File: config.mk
export PLATFORM = sky130hd
export DESIGN_NAME = cache_control
export DESIGN_NICKNAME = d
export VERILOG_FILES = /design/src/rtl/cache_control.sv
export SDC_FILE = /design/constraint.sdc
export NUM_CORES = 1
export LEC_CHECK = 0
export CORE_AREA = 5 5 42 44
export DETAILED_ROUTE_END_ITERATION = 8
export DIE_AREA = 0 0 47 49
export GPL_ROUTABILITY_DRIVEN = 1
export PLACE_DENSITY = 0.78
export REMOVE_ABC_BUFFERS = 1
export SLEW_MARGIN = 40
export SYNTH_ARGS = -nofsm -noshare
export SYNTH_HDL_FRONTEND = slang
export SYNTH_SLANG_ARGS = --single-unit
File: constraint.sdc
create_clock -name clk -period 1.8 [get_ports clk]
set_input_delay 0.36 -clock clk [delete_from_list [all_inputs] [get_ports clk]]
set_output_delay 0.36 -clock clk [all_outputs]
set_load 0.01 [all_outputs]
File: src/rtl/cache_control.sv
// Control FSM for a direct-mapped, write-back, write-allocate L1 cache with a reset-time valid/dirty sweep.
// Define CACHE_PERF_EN to add saturating hit/miss/writeback counters.
module cache_control #(
  parameter int unsigned NUM_LINES = 8,
  parameter int unsigned IDX_W     = $clog2(NUM_LINES),
  parameter int unsigned CNT_W     = 16
) (
  input  logic             clk,
  input  logic             reset,
  input  logic             mem_read,
  input  logic             mem_write,
  output logic             mem_resp,
  input  logic             hit,
  input  logic             dirty,
  input  logic             pmem_resp,
  output logic             pmem_read,
  output logic             pmem_write,
  output logic             pmem_addr_sel,
  output logic             load_valid,
  output logic             valid_in,
  output logic             load_dirty,
  output logic             dirty_in,
  output logic             load_tag,
  output logic             load_data,
  output logic             data_sel,
  output logic             init_active,
  output logic [IDX_W-1:0] init_index
`ifdef CACHE_PERF_EN
  ,
  output logic [CNT_W-1:0] hit_count,
  output logic [CNT_W-1:0] miss_count,
  output logic [CNT_W-1:0] wb_count
`endif
);

  typedef enum logic [1:0] {
    S_INIT,
    S_IDLE,
    S_WRITEBACK,
    S_ALLOCATE
  } state_t;

  localparam logic [IDX_W-1:0] LAST_IDX = IDX_W'(NUM_LINES - 1);

  state_t           state, next_state;
  logic [IDX_W-1:0] sweep_cnt;
  logic             req;

  assign req = mem_read | mem_write;

  // Counter parks at the last index after the sweep; only reset restarts it at 0.
  always_ff @(posedge clk) begin
    if (reset) begin
      state     <= S_INIT;
      sweep_cnt <= '0;
    end else begin
      state <= next_state;
      if (state == S_INIT && sweep_cnt != LAST_IDX)
        sweep_cnt <= sweep_cnt + 1'b1;
    end
  end

  // Outputs are forced low during reset so an open pmem transfer drops immediately.
  always_comb begin
    next_state    = state;
    mem_resp      = 1'b0;
    pmem_read     = 1'b0;
    pmem_write    = 1'b0;
    pmem_addr_sel = 1'b0;
    load_valid    = 1'b0;
    valid_in      = 1'b0;
    load_dirty    = 1'b0;
    dirty_in      = 1'b0;
    load_tag      = 1'b0;
    load_data     = 1'b0;
    data_sel      = 1'b0;
    init_active   = 1'b0;
    init_index    = '0;
    if (!reset) begin
      unique case (state)
        S_INIT: begin
          init_active = 1'b1;
          init_index  = sweep_cnt;
          load_valid  = 1'b1;
          load_dirty  = 1'b1;
          if (sweep_cnt == LAST_IDX)
            next_state = S_IDLE;
        end
        S_IDLE: begin
          if (req) begin
            if (hit) begin
              mem_resp = 1'b1;
              if (mem_write) begin
                load_data  = 1'b1;
                load_dirty = 1'b1;
                dirty_in   = 1'b1;
              end
            end else begin
              next_state = dirty ? S_WRITEBACK : S_ALLOCATE;
            end
          end
        end
        S_WRITEBACK: begin
          pmem_write    = 1'b1;
          pmem_addr_sel = 1'b1;
          if (pmem_resp)
            next_state = S_ALLOCATE;
        end
        S_ALLOCATE: begin
          pmem_read = 1'b1;
          if (pmem_resp) begin
            load_data  = 1'b1;
            data_sel   = 1'b1;
            load_tag   = 1'b1;
            load_valid = 1'b1;
            valid_in   = 1'b1;
            load_dirty = 1'b1;
            next_state = S_IDLE;
          end
        end
        default: next_state = S_INIT;
      endcase
    end
  end

`ifdef CACHE_PERF_EN
  logic hit_evt, miss_evt, wb_evt;

  assign hit_evt  = (state == S_IDLE) && req && hit;
  assign miss_evt = (state == S_IDLE) && req && !hit;
  assign wb_evt   = (state == S_WRITEBACK) && pmem_resp;

  always_ff @(posedge clk) begin
    if (reset) begin
      hit_count  <= '0;
      miss_count <= '0;
      wb_count   <= '0;
    end else begin
      if (hit_evt && hit_count != '1)
        hit_count <= hit_count + 1'b1;
      if (miss_evt && miss_count != '1)
        miss_count <= miss_count + 1'b1;
      if (wb_evt && wb_count != '1)
        wb_count <= wb_count + 1'b1;
    end
  end
`endif

endmodule
# After elaboration in Yosys (flattened, before gate mapping)
# Cells that the tools add are included.
# word_totals
regBits	5
out_inout_bits	15
input_bits	7
word_cells	50
# classes
n_bitwise	1
add_sub_neg	1
eq_ne	10
reduce_logical	3
n_mux	33
# op_table
op	count
2-to-1 mux 1 bit	22
2-to-1 mux 2 bit	5
inequality test 2 bit, second input constant	4
case mux 2 bit (4 select lines)	1
2-to-1 mux 3 bit	2
AND reduction 5 bit	1
equality test 2 bit, second input constant	2
case mux 1 bit (2 select lines)	2
adder 3 x 1 -> 3 bit, second input constant	1
equality test 3 bit, second input constant	1
inequality test 3 bit, second input constant	1
case mux 1 bit (3 select lines)	1
equality test 2 x 1 -> 1 bit, second input constant	1
logical NOT 2 bit	1
inequality test 2 x 1 -> 1 bit, second input constant	1
logical AND 1 bit	1
OR 1 bit	1

# Longest topological paths before layout
# logic_depth
ltp_word	5
ltp_mapped	5
depth_no_buf	5

# Least setup slack after synthesis
# OpenSTA, ideal clock, no wires.
# synth_path
path_type	reg2out
start	register state[1]
end	output port load_data
t_required_ns	1.440
arrival_ns	1.278
slack_ns	0.162
path_stages_with_launch	6
cell_sequence	dfxtp_1 inv_1 ha_1 nand2_1 nor3b_1 a21o_2
# synth_between
elab_chain_len	3
# synth_rtl
element	line	text
start, declared	45	state_t state, next_state;
start signal, assigned	57	state <= next_state;
equality test 2 bit or equality test 2 x 1 -> 1 bit (tied branches)	80	unique case (state)
case mux 1 bit (2 select lines) (*)	80	
2-to-1 mux 1 bit (*)	79	if (!reset) begin
end, declared	24	output logic load_data,
# Every way passes the cells marked *; elsewhere a longest branch is shown, timed or not.

# Worst setup path after layout
# layout_path
start	input port mem_write
end	output port load_dirty
# layout_between
elab_chain_len	5
# layout_rtl
element	line	text
start, declared	11	input logic mem_write,
2-to-1 mux 1 bit	93	if (mem_write) begin
2-to-1 mux 1 bit	91	if (hit) begin
2-to-1 mux 1 bit (*)	90	if (req) begin
case mux 1 bit (3 select lines) (*)	80	
2-to-1 mux 1 bit (*)	79	
end, declared	21	output logic load_dirty,
# Marked as above.

==> key figures <==
Detailed routing
  – Routed via count: 460
  – Vias per cell: ~4.5
  – DRC: 0
  – Total routed wirelength: 1.146 mm
  – Routed Antenna Nets: 0
  – Pre-antenna DRT Iters: 2
  – DR iter-0 viols: 4
  – Drt wl/cell: about 11 um

Critical path
  – Worst Path Arrival: 1.37 ns
  – Crit-path slowest cell: clkdlybuf4s50_1
  – Buf/Inv on CP: 2
  – Cell-by-cell trace of the critical path: clkdlybuf4s50_1 -> a32o_1 -> nor2_2 -> a211oi_2 -> buf_2
  – CP delay by family, top: buffers and inverters
  – Startpoint Class: input pin
  – Worst Path Required: 1.44 ns
  – Worst-path fanout max: 3
  – Endpoint type of the worst setup path: output port
  – Critical Path Max Stage Delay: 0.50 ns
  – WS Path Type: input pin to output port

Global routing
  – M3 GR Usage: 1.107%
  – Total GRT Usage: a little under an eighth
  – First-pass GRT wire length: between 1.5 and 2 mm
  – Met2 usage: 18.78%
  – GRT overflow: 0
  – Number of global-route vias before repair: 455
  – M1 GR Usage: roughly 13%
  – Initial antenna violation count: 0
  – GRT Max-Usage Layer: met2
  – Largest net degree at the start of global routing: 7

STA
  – Min Hold Slack: 0.5287 ns
  – Hold Fails Final Rpt: 0
  – RSZ-0062 raised after global routing: true
  – Minimum clock period after layout: 1.733 ns
  – Tightest Pin Transition: 0.2671 ns
  – Rel. slew slack: 82.19%
  – Final setup viols: 0
  – Peak Freq: just under 600 MHz
  – Fin crit share: a little over nine tenths
  – Worst clock skew: 0.004918 ns
  – Max-slew violations: 0

Yosys
  – Synth area leaders: dfxtp_1, ha_1, mux2i_1, nor2_1, buf_4
  – Seq/Total Area, Yosys: 21.28%
  – Synth Flop Type: dfxtp_1
  – Largest area contributor in the netlist: dfxtp_1
  – Post-Syn Area: ~470 um2
  – Synth warnings: 0
  – Ys async rst share: 0%
  – Cells after Synth: 53
  – Synth Register Bits: 5
  – Netlist cell types: 24
  – Top cell type's share of synthesized area: between 20% and 30%
  – Syn avg cell area: 8.876 um2
  – Post-synth EDFFs: 0

Clock tree
  – H-tree levels: 1
  – CTS tree: built
  – CTS Buf Count: 3
  – Clock slew at reported path FFs: 0.04 ns
  – Clock Sinks: 5
  – Number of setup buffers added after CTS: 0
  – Clk_lat worst skew: 0.24 ns
  – Clock Path Buffers: 2
  – Root buf cell: clkbuf_4

Finish
  – ANT cells: 0
  – Layout cells sized above 1: a little under half
  – Fillcell total: 129
  – Commonest cells after routing, fill and taps aside: buf_4, clkbuf_2, nor2_1
  – Most common cell after layout, fill and taps aside: buf_4
  – Final nets: 101
  – Area Growth Syn to Fin: 64.63%
  – Fin cells: 103

Floorplan
  – Die Y: slightly below 50 um
  – Ports: 22
  – Starting density of the core: between 30% and 40%
  – Die area: 2303 um2
  – Row cnt: 14
  – Die W: about 47 um
  – Core box area: 1401 um2

Status
  – Status: finished, final reports clean

Place
  – Port Buf Inserts: 21
  – DP Wirelength: 950.2 um
  – Placer congestion estimate: 0.7068
  – Post-Place Cells: between 90 and 100

Pwr
  – Maximum vdd drop: 568.7 uV
  – Pwr/cell area: 1012 nW/um2
  – Leakage: 0.3833 nW

Job
  – Max-cap violation count: 0

Min path
  – Hold Path Class: register to register
==> flip-flops by register name, summed over array words and instances (netlist names) <==
name / cells
sweep_cnt: 3
state: 2
==> tightest hold or removal path: stages (launching register included) <==
cell and delay [ns]:
dfxtp_1 0.34, mux2i_1 0.08, nor2_1 0.07
==> per-stage QoR <==
stage	worst slack, ns	cell area [um2]	setup TNS, ns	util, %	power [mW]
finish	0.06744	774.5	0	55.27	0.7841
global route	-0.03106	774.5	-0.03106	55.27	0.8596
CTS	-0.01069	808.3	-0.01255	57.68	0.7994
detailed placement	-0.4823	772.0	-6.080	55.09	0.6739
global placement	-0.4466	772.0	-5.910	55.09	0.6593
floorplan	0.1618	444.2	0	-	0.4469
==> where the power goes <==
part | switching [mW] | total (mW) | internal (mW)
clock network | 0.0457 | 0.130 | 0.0838
registers | 0.0318 | 0.186 | 0.154
logic | 0.216 | 0.468 | 0.252
total | 0.294 | 0.784 | 0.490
==> area by class of cell <==
| type | instances | area (um2) | share of cell area, % |
|---|---|---|---|
| tap | 16 | 20.02 | 2.585 |
| inverter | 4 | 15.01 | 1.939 |
| timing repair buffer | 34 | 249.0 | 32.15 |
| sequential | 5 | 102.6 | 13.25 |
| multi-input combinational | 40 | 361.6 | 46.69 |
| clock buffer | 4 | 26.28 | 3.393 |
==> path summary, 6_finish.rpt <==
path / depth (start not counted) / slack [ns] / to / start
max: 5 / 0.07 / load_dirty / mem_write
min: 2 / 0.53 / sweep_cnt[2]$_SDFFE_PP0P_ / sweep_cnt[2]$_SDFFE_PP0P_
max reg2reg: 7 / 0.09 / state[0]$_SDFFE_PP0P_ / state[0]$_SDFFE_PP0P_
min reg2reg: 2 / 0.53 / sweep_cnt[2]$_SDFFE_PP0P_ / sweep_cnt[2]$_SDFFE_PP0P_
==> synthesized netlist by cell type, types with 2 or more instances <==
library cell and number:
nor2b_1 2, buf_4 3, nand2_1 2, mux2i_1 3, dfxtp_1 5, inv_1 4, nand2b_1 3, and2_1 3
ha_1 6, nor2_1 8
==> layer usage <==
layer  wire (um)  up-vias  share of wire [%]
met4          20        0                1.7
met5           0        -                  0
met2         590       18                 51
li1            -      240                  -
met3          96        2                8.4
met1         439      200                 38
==> logic make-up (layout without fill, tap and decap cells) <==
| logic type | after synthesis | in the layout | share of synthesized area [%] |
|---|---|---|---|
| buffers and inverters | 8 | 42 | 8.775 |
| adder cells (fa/ha/maj) | 6 | 6 | 15.96 |
| XOR/XNOR | 1 | 1 | 1.862 |
| AO/OA/AOI/OAI | 8 | 8 | 19.68 |
| multiplexers | 4 | 4 | 9.574 |
| AND/OR/NAND/NOR | 21 | 21 | 22.87 |
| flip-flops | 5 | 5 | 21.28 |
==> repair_timing <==
action | CTS | global route
hold buffers | 0 | 0
pin swaps | 1 | 2
endpoints found under the setup margin | 15 | 15
resized for setup | 32 | 23
Power figures use the tool's default switching activity.
